===== src/rtl/uart_baud_gen_pkg.sv =====
// Shared UART timing definitions: oversample/fraction defaults and the
// helpers used to size the phase counter and derive the reset divisor.
package uart_baud_gen_pkg;

    localparam int UART_OVERSAMPLE = 16;
    localparam int UART_FRAC_W     = 4;

    // Ceiling log2, minimum result 0 (used for port and counter widths).
    function automatic int clog2(input int value);
        int r;
        r = 0;
        for (int v = value - 1; v > 0; v = v >> 1) begin
            r++;
        end
        return r;
    endfunction

    // Default divisor in units of 1/2^frac_w clocks per oversample period,
    // rounded to nearest: round(clk_freq * 2^frac_w / (baud * oversample)).
    function automatic int def_div(input int clk_freq, input int baud,
                                   input int oversample, input int frac_w);
        longint num;
        longint den;
        num = longint'(clk_freq) << frac_w;
        den = longint'(baud) * longint'(oversample);
        return int'((num + den / 2) / den);
    endfunction

endpackage


===== src/rtl/uart_baud_gen_frac_div.sv =====
// Fractional-N period divider: a down-counter whose reload length is the
// integer divisor plus the carry of a fractional accumulator. Divisor
// updates land in a shadow register and reach the active copy only at a
// period boundary (or immediately while the generator is idle).
module uart_baud_gen_frac_div #(
    parameter int DIV_W   = 16,
    parameter int FRAC_W  = 4,
    parameter int DEF_DIV = 5208
) (
    input  logic              clk,
    input  logic              rst,
    input  logic              run,
    input  logic              div_load,
    input  logic [DIV_W-1:0]  div_int,
    input  logic [FRAC_W-1:0] div_frac,
    output logic              per_done
);

    localparam logic [DIV_W-1:0]  DEF_INT  = DIV_W'(DEF_DIV >> FRAC_W);
    localparam logic [FRAC_W-1:0] DEF_FRAC = FRAC_W'(DEF_DIV);
    localparam logic [DIV_W:0]    MIN_LEN  = (DIV_W+1)'(2);

    logic              start_p0;
    logic [DIV_W-1:0]  cnt_p0;
    logic [FRAC_W-1:0] acc_p0;
    logic [DIV_W-1:0]  act_int_p0;
    logic [FRAC_W-1:0] act_frac_p0;
    logic [DIV_W-1:0]  shd_int_p0;
    logic [FRAC_W-1:0] shd_frac_p0;

    logic [DIV_W-1:0]  shd_int_nx;
    logic [FRAC_W-1:0] shd_frac_nx;
    logic [FRAC_W:0]   sum_next;
    logic [DIV_W:0]    start_len;
    logic [DIV_W:0]    next_len;
    logic [DIV_W-1:0]  start_cnt;
    logic [DIV_W-1:0]  next_cnt;

    // Period length with the integer part saturated up to 2 clocks.
    function automatic logic [DIV_W:0] period_len(input logic [DIV_W-1:0] d_int,
                                                  input logic             carry);
        logic [DIV_W:0] base;
        base = ({1'b0, d_int} < MIN_LEN) ? MIN_LEN : {1'b0, d_int};
        return base + {{DIV_W{1'b0}}, carry};
    endfunction

    // A load in the same cycle as a copy is passed straight through.
    assign shd_int_nx  = div_load ? div_int  : shd_int_p0;
    assign shd_frac_nx = div_load ? div_frac : shd_frac_p0;

    // First period starts from a cleared accumulator, so it never carries;
    // the start edge already counts as its first cycle, hence length-2.
    assign start_len = period_len(act_int_p0, 1'b0);
    assign start_cnt = DIV_W'(start_len - MIN_LEN);

    assign sum_next  = {1'b0, acc_p0} + {1'b0, shd_frac_nx};
    assign next_len  = period_len(shd_int_nx, sum_next[FRAC_W]);
    assign next_cnt  = DIV_W'(next_len - {{DIV_W{1'b0}}, 1'b1});

    assign per_done  = run && !start_p0 && (cnt_p0 == '0);

    // Counter, accumulator and shadow/active divisor update.
    always_ff @(posedge clk) begin
        if (rst) begin
            start_p0    <= 1'b1;
            cnt_p0      <= '0;
            acc_p0      <= '0;
            act_int_p0  <= DEF_INT;
            act_frac_p0 <= DEF_FRAC;
            shd_int_p0  <= DEF_INT;
            shd_frac_p0 <= DEF_FRAC;
        end else begin
            shd_int_p0  <= shd_int_nx;
            shd_frac_p0 <= shd_frac_nx;
            if (!run) begin
                start_p0    <= 1'b1;
                cnt_p0      <= '0;
                acc_p0      <= '0;
                act_int_p0  <= shd_int_nx;
                act_frac_p0 <= shd_frac_nx;
            end else if (start_p0) begin
                start_p0 <= 1'b0;
                cnt_p0   <= start_cnt;
                acc_p0   <= act_frac_p0;
            end else if (cnt_p0 == '0) begin
                act_int_p0  <= shd_int_nx;
                act_frac_p0 <= shd_frac_nx;
                cnt_p0      <= next_cnt;
                acc_p0      <= sum_next[FRAC_W-1:0];
            end else begin
                cnt_p0 <= cnt_p0 - 1'b1;
            end
        end
    end

endmodule


===== src/rtl/uart_baud_gen.sv =====
// Baud tick generator: fractional divider feeding the oversample phase
// counter, with registered os_tick, bit_tick and 50%-duty baud_clk.
module uart_baud_gen
    import uart_baud_gen_pkg::*;
#(
    parameter int CLK_FREQ     = 50_000_000,
    parameter int DEFAULT_BAUD = 9600,
    parameter int OVERSAMPLE   = UART_OVERSAMPLE,
    parameter int DIV_W        = 16,
    parameter int FRAC_W       = UART_FRAC_W
) (
    input  logic                           clk,
    input  logic                           rst,
    input  logic                           enable,
    input  logic                           restart,
    input  logic                           div_load,
    input  logic [DIV_W-1:0]               div_int,
    input  logic [FRAC_W-1:0]              div_frac,
    output logic                           os_tick,
    output logic                           bit_tick,
    output logic                           baud_clk,
    output logic [clog2(OVERSAMPLE)-1:0]   os_phase
);

    localparam int               DEF_DIV = def_div(CLK_FREQ, DEFAULT_BAUD, OVERSAMPLE, FRAC_W);
    localparam int               OS_W    = clog2(OVERSAMPLE);
    localparam logic [OS_W-1:0]  OS_LAST = OS_W'(OVERSAMPLE - 1);
    localparam logic [OS_W-1:0]  OS_HALF = OS_W'(OVERSAMPLE / 2);

    logic            run;
    logic            per_done;
    logic [OS_W-1:0] phase_nx;

    // restart forces the start state exactly like a disabled cycle
    assign run      = enable && !restart;
    assign phase_nx = os_phase + 1'b1;

    uart_baud_gen_frac_div #(
        .DIV_W   (DIV_W),
        .FRAC_W  (FRAC_W),
        .DEF_DIV (DEF_DIV)
    ) u_frac_div (
        .clk      (clk),
        .rst      (rst),
        .run      (run),
        .div_load (div_load),
        .div_int  (div_int),
        .div_frac (div_frac),
        .per_done (per_done)
    );

    // Phase counter and output registers; idle state matches reset.
    always_ff @(posedge clk) begin
        if (rst || !run) begin
            os_tick  <= 1'b0;
            bit_tick <= 1'b0;
            baud_clk <= 1'b1;
            os_phase <= '0;
        end else if (per_done) begin
            os_tick  <= 1'b1;
            bit_tick <= (os_phase == OS_LAST);
            os_phase <= phase_nx;
            baud_clk <= (phase_nx < OS_HALF);
        end else begin
            os_tick  <= 1'b0;
            bit_tick <= 1'b0;
        end
    end

endmodule


===== config.mk =====
export PLATFORM = sky130hd
export DESIGN_NAME = uart_baud_gen
export DESIGN_NICKNAME = d
export VERILOG_FILES = /design/src/rtl/uart_baud_gen_pkg.sv /design/src/rtl/uart_baud_gen_frac_div.sv /design/src/rtl/uart_baud_gen.sv
export SDC_FILE = /design/constraint.sdc
export NUM_CORES = 1
export LEC_CHECK = 0
export CAP_MARGIN = 10
export CELL_PAD_IN_SITES_DETAIL_PLACEMENT = 0
export CELL_PAD_IN_SITES_GLOBAL_PLACEMENT = 1
export CORE_UTILIZATION = 31
export CTS_CLUSTER_SIZE = 30
export DETAILED_ROUTE_END_ITERATION = 8
export PLACE_DENSITY_LB_ADDON = 0.05
export SLEW_MARGIN = 20
export SYNTH_ARGS = -nofsm -noshare
export SYNTH_HDL_FRONTEND = slang
export SYNTH_SLANG_ARGS = --single-unit

===== constraint.sdc =====
create_clock -name clk -period 6 [get_ports clk]
set_clock_uncertainty 0.05 [all_clocks]
set_input_delay 1.2 -clock clk [delete_from_list [all_inputs] [get_ports clk]]
set_output_delay 1.2 -clock clk [all_outputs]
set_load 0.01 [all_outputs]

==> results of run 1 <==
-- cells by family (layout without fill, tap and decap cells) --
kind of cell | count (synthesis) | count (layout)
AO/OA/AOI/OAI | 100 | 100
adder cells (fa/ha/maj) | 11 | 11
flip-flops | 68 | 68
multiplexers | 21 | 21
buffers and inverters | 32 | 66
XOR/XNOR | 35 | 35
AND/OR/NAND/NOR | 178 | 178
-- where the power goes --
part,switching (mW),internal (mW)
combinational,0.143,0.0938
sequential,0.0231,0.475
clock,0.199,0.314
-- worst reg2reg max path, delay by kind of cell (launching register included) --
| kind | cells | cell delay [ns] |
|---|---|---|
| simple gates | 6 | 2.12 |
| flops | 1 | 0.33 |
| compound gates | 4 | 0.82 |
| fa+ha+maj | 2 | 0.48 |
-- layout by cell type (no fill, tap or decap), drive strengths merged, types with 5 or more instances in the layout --
cell type       n
nand2          34
or4             5
clkbuf         15
nor3           16
xnor2          19
o22ai           5
nand2b         13
nand4           5
clkdlybuf4s50  30
buf             7
nand3           8
inv            13
mux2i          19
nor4b           6
a21oi          25
xor2           16
a211oi         20
o21ai          24
nor4           12
ha             10
dfxtp          68
nor2           60
-- worst paths after layout --
path | startpoint | to | slack (ns) | cells after the start
worst max-delay path | div_load | u_frac_div.cnt_p0[14]$_SDFF_PP0_ | 0.99 | 18
worst min-delay path | baud_clk$_SDFFE_PP1P_ | baud_clk$_SDFFE_PP1P_ | 0.44 | 2
worst max register to register | u_frac_div.shd_int_p0[7]$_SDFF_PP0_ | u_frac_div.cnt_p0[14]$_SDFF_PP0_ | 2.08 | 12
worst min register to register | baud_clk$_SDFFE_PP1P_ | baud_clk$_SDFFE_PP1P_ | 0.44 | 2
-- through the flow --
stage | instance area [µm²] | hold slack (ns)
after floorplan | 3820 | 0.405
after global placement | 4240 | 0.426
after detailed placement | 4240 | 0.435
after CTS | 4520 | 0.443
after global routing | 4520 | 0.472
final | 4520 | 0.439
-- registers in the layout (all words and copies together), names as in the netlist --
name and cells:
u_frac_div.act_int_p0 16, u_frac_div.cnt_p0 16, u_frac_div.shd_int_p0 16, os_phase 4
u_frac_div.acc_p0 4, u_frac_div.act_frac_p0 4, u_frac_div.shd_frac_p0 4, baud_clk 1
bit_tick 1, os_tick 1, u_frac_div.start_p0 1
-- area by class of cell --
cell class | count | area (µm²)
Timing Repair Buffer | 37 | 350
Inverter | 13 | 48.8
Fill cell | 1256 | 7490
Clock buffer | 15 | 278
Sequential cell | 68 | 1360
Clock inverter | 1 | 5.00
Multi-Input combinational cell | 345 | 2290
Tap cell | 147 | 184
-- layer usage --
metal	vias up	GRT usage [%]	wire length (µm)
met1	1502	27.8	6080
met2	62	24.9	4400
met4	0	7.37	176
li1	1664	-	-
met3	12	3.05	325
met5	-	0	0
==> impl_metrics.toml, run 1 <==
[sta]
fin_crit_sh_pct = 83.4
slew_headroom_pct = 42.3
finalHoldViolCount = 0
setup_tns_ns = 0
worst_pin_slew_ns = 0.862
slew_viol_final = 0
timing.final.ws_setup_ns = 0.993
setup_violations = 0
period_needed_ns = 5.01
rsz0062_at_grt = "false"
fmax_mhz = 200

[clock_tree]
clock-sinks = 68
cts-root-buf = "clkbuf_16"
ctsHtreeMaxLevel = 3
cts_tree = "built"
clk_pin_slew_ns = 0.06
clock_latency_ns = 0.34
postCtsHoldBufs = 0
cts_max_path_buffers = 2
cts-buffers-inserted = 9
cts_setup_buffers = 0
cts_resized = 0

[power]
leakagePower_nw = 1.72
powerDensity_mw_per_mm2 = 276
peakVddDrop_mv = 0.114
total_power_mw = 1.25

[yosys]
synth_most_common_cell = "dfxtp_1"
synth.top_cells.by_area = "dfxtp_1, nor2_1, mux2i_1"
syn_avg_cell_area_um2 = 8.58
synth.top_cells.by_count = "dfxtp_1, nor2_1, nand2_1"
synth.net_count = 481
synthArstFlopShare_pct = 0
synth.ff_latch_count = 68
synthMuxAreaShare_pct = 5.99
synth_compound_area_share_pct = 16.9
ys_seq_area_share_pct = 35.6
yosys.area_share.simple_pct = 25.3
yosys.area.top_type_share_pct = 35.6
synth_flop_cell = "dfxtp_1"
synth.distinct_cells = 67
synthCells = 445
yosys_warnings = 0
synthAdderAreaFrac_pct = 3.80
synth-edff-count = 0
synth_xor_area_share_pct = 8.02
netlist_area_mm2 = 0.00382
synth_top_family_by_area = "simple AND/OR/NAND/NOR gates"
synth_largest_area_cell = "dfxtp_1"

[min_path]
hp-class = "register to register"

[critical_path]
crit_family = "simple AND/OR/NAND/NOR gates"
crit_chain = "buf_2 -> buf_4 -> mux2i_1 -> inv_1 -> ha_1 -> inv_1 -> fa_1 -> inv_1 -> a21o_1 -> a21oi_1 -> ha_1 -> ha_1 -> nor4b_1 -> o22ai_1 -> or4_1 -> nand3_1 -> a32o_1 -> o22ai_1"
cp-end-kind = "register"
crit_buf_inv = 5
cp_max_fo = 24
cp-start-kind = "input pin"
path_class = "input pin to register"
slowest_delay_ns = 0.46
crit_required_ns = 6.17
crit_slowest_cell = "or4_1"
worstPathArrival_ns = 5.18

[routing]
drtIter0Drc = 177
post_drt_wl_per_cell_um = 17.5
antenna_left = 0
vias = 3240
drc = 0
wl_mm = 11.0
dr.pass1.iters = 4
routed_via_density = 5.18

[layout]
fin_nets = 510
final_core_util_pct = 37.6
drive_above_1_share_pct = 8.14
diodes = 0
instances_no_fill = 626
area_growth_pct = 18.4

[floorplan]
core_area_mm2 = 0.0120
initial_utilization_pct = 31.8
die_y_um = 113
rows = 40
fp.dieW_um = 113
io_pins = 32
die_area_mm2 = 0.0128

[placement]
place_congestion = 0.793
port_buffers = 31
dp.cells = 610
hpwl_mm = 8.03
post-place-ws_ns = 0.727

[global_route]
grt_usage_pct = 18.2
grt-ovfl-total = 0
grt_pass1_vias = 3084
grt_max_degree = 42
antenna_found_initial = 0
grt_pass1_wl_mm = 17.4

[flow_run]
cap_violations = 0

[run_status]
status = "finished, final reports clean"
No activity file was read; power rests on OpenSTA's default activity.
==> run 2: changes to the inputs <==
==> constraint.sdc (replaced) <==
create_clock -name clk -period 4.6 [get_ports clk]
set_clock_uncertainty 0.05 [all_clocks]
set_input_delay 0.92 -clock clk [delete_from_list [all_inputs] [get_ports clk]]
set_output_delay 0.92 -clock clk [all_outputs]
set_load 0.01 [all_outputs]
==> run 2 against run 1 <==
Compared with the run above:
- combinational power grew 34%
- count of clock-buffer cells in the layout shrank 3
- sequential share of layout area decreased by 0.63 points
- largest power group unchanged
==> impl_metrics.toml, run 2 (synthesis gave the netlist of run 1 again) <==
[critical_path]
cp-end-kind = "register"
path_class = "input pin to register"
cp-start-kind = "input pin"
worstPathArrival_ns = 4.41
cp_max_fo = 6
crit_required_ns = 4.74

[global_route]
grt_max_degree = 42
grt_pass1_vias = 3113
grt_usage_pct = 18.5
grt_pass1_wl_mm = 17.7
grt-ovfl-total = 0
antenna_found_initial = 0

[floorplan]
die_y_um = 113
fp.dieW_um = 113
io_pins = 32
initial_utilization_pct = 31.8
core_area_mm2 = 0.0120
die_area_mm2 = 0.0128
rows = 40

[sta]
setup_tns_ns = 0
finalHoldViolCount = 0
setup_violations = 0
slew_headroom_pct = 49.2
fmax_mhz = 234
rsz0062_at_grt = "false"
slew_viol_final = 0
period_needed_ns = 4.27
fin_crit_sh_pct = 92.8
worst_pin_slew_ns = 0.759
timing.final.ws_setup_ns = 0.330
whs_ns = 0.440

[power]
p_sw_share_pct = 29.1
peakVddDrop_mv = 0.122
p_int_mw = 1.19
total_power_mw = 1.68
pwr-share-comb_pct = 18.8
p_switching_uw = 490
clock_power_share_pct = 42.7
leakagePower_nw = 1.77
power.share.sequential_pct = 38.5
powerDensity_mw_per_mm2 = 365

[clock_tree]
clock-sinks = 68
postCtsHoldBufs = 0
clock_latency_ns = 0.34
cts_max_path_buffers = 2
cts-buffers-inserted = 9
cts_resized = 0
clk_pin_slew_ns = 0.06
cts-root-buf = "clkbuf_16"
cts_setup_buffers = 0
cts_tree = "built"
ctsHtreeMaxLevel = 3

[placement]
hpwl_mm = 8.09
dp.cells = 620
place_congestion = 0.798
port_buffers = 31
post-place-ws_ns = -0.0190
place_area_mm2 = 0.00431

[routing]
wl_mm = 11.1
post_drt_wl_per_cell_um = 17.4
routed_via_density = 5.23
drtIter0Drc = 165
antenna_left = 0
dr.pass1.iters = 4
vias = 3324
drc = 0

[flow_run]
cap_violations = 0

[layout]
drive_above_1_share_pct = 10.4
design_area_mm2 = 0.00462
final_cell_mix = "dfxtp_1, nor2_1, nand2_1, clkdlybuf4s50_1, a21oi_1"
instances_no_fill = 636
area_growth_pct = 20.9
fillers = 1258
diodes = 0
fin_nets = 520
top_regs = "u_frac_div.act_int_p0 x16, u_frac_div.cnt_p0 x16, u_frac_div.shd_int_p0 x16"
final_core_util_pct = 38.4
final_common_cell = "dfxtp_1"

[run_status]
status = "finished, final reports clean"

[min_path]
hp-class = "register to register"
## run 2: cell count changes in the layout (fill, tap and decap cells not counted)
| cell | delta |
|---|---|
| clkbuf_8 | -1 |
| clkbuf_1 | -2 |
| clkinvlp_4 | +1 |
| clkinv_2 | +1 |
| buf_4 | +10 |
| bufinv_16 | +1 |
## run 2: final timing paths
path / startpoint / to / slack, ns / depth (start not counted)
hold reg to reg: baud_clk$_SDFFE_PP1P_ / baud_clk$_SDFFE_PP1P_ / 0.44 / 2
setup / recovery: div_int[7] / u_frac_div.cnt_p0[8]$_SDFF_PP0_ / 0.33 / 14
hold / removal: baud_clk$_SDFFE_PP1P_ / baud_clk$_SDFFE_PP1P_ / 0.44 / 2
setup reg to reg: u_frac_div.shd_int_p0[7]$_SDFF_PP0_ / u_frac_div.cnt_p0[8]$_SDFF_PP0_ / 1.01 / 13
## run 2: layout make-up
class                   count  area (µm²)  area share (%)
inverters                  13        48.8            1.06
clock inverters             4        47.5            1.03
multi-input cells         345        2290            49.7
clock buffers              12         256            5.55
well taps                 147         184            3.98
repair buffers             47         425            9.21
flip-flops and latches     68        1360            29.5
## run 2: routing by layer
metal	wire, µm	global-route usage [%]	up-vias
met3	435	2.84	14
li1	-	-	1697
met5	0	0	-
met2	4440	25.2	68
met1	6050	28.3	1545
met4	174	7.98	0
## run 2: power by group through the flow
stage	clock network [mW]	registers, mW	logic (mW)
CTS	0.736	0.649	0.317
finish	0.718	0.649	0.317
detailed placement	0	0.661	0.314
floorplan	0	0.654	0.213
global route	0.764	0.653	0.349
global placement	0	0.661	0.318
## run 2: worst max-delay path, cell delays in order
cell and delay (ns):
clkdlybuf4s50_1 0.43, or4b_4 0.57, o22a_2 0.28, nor4b_2 0.35, and2b_1 0.23, ha_1 0.21
buf_4 0.16, and4bb_2 0.24, o22ai_1 0.35, buf_4 0.20, nor2_1 0.05, xor2_1 0.14
o21ai_0 0.20, a21oi_1 0.09
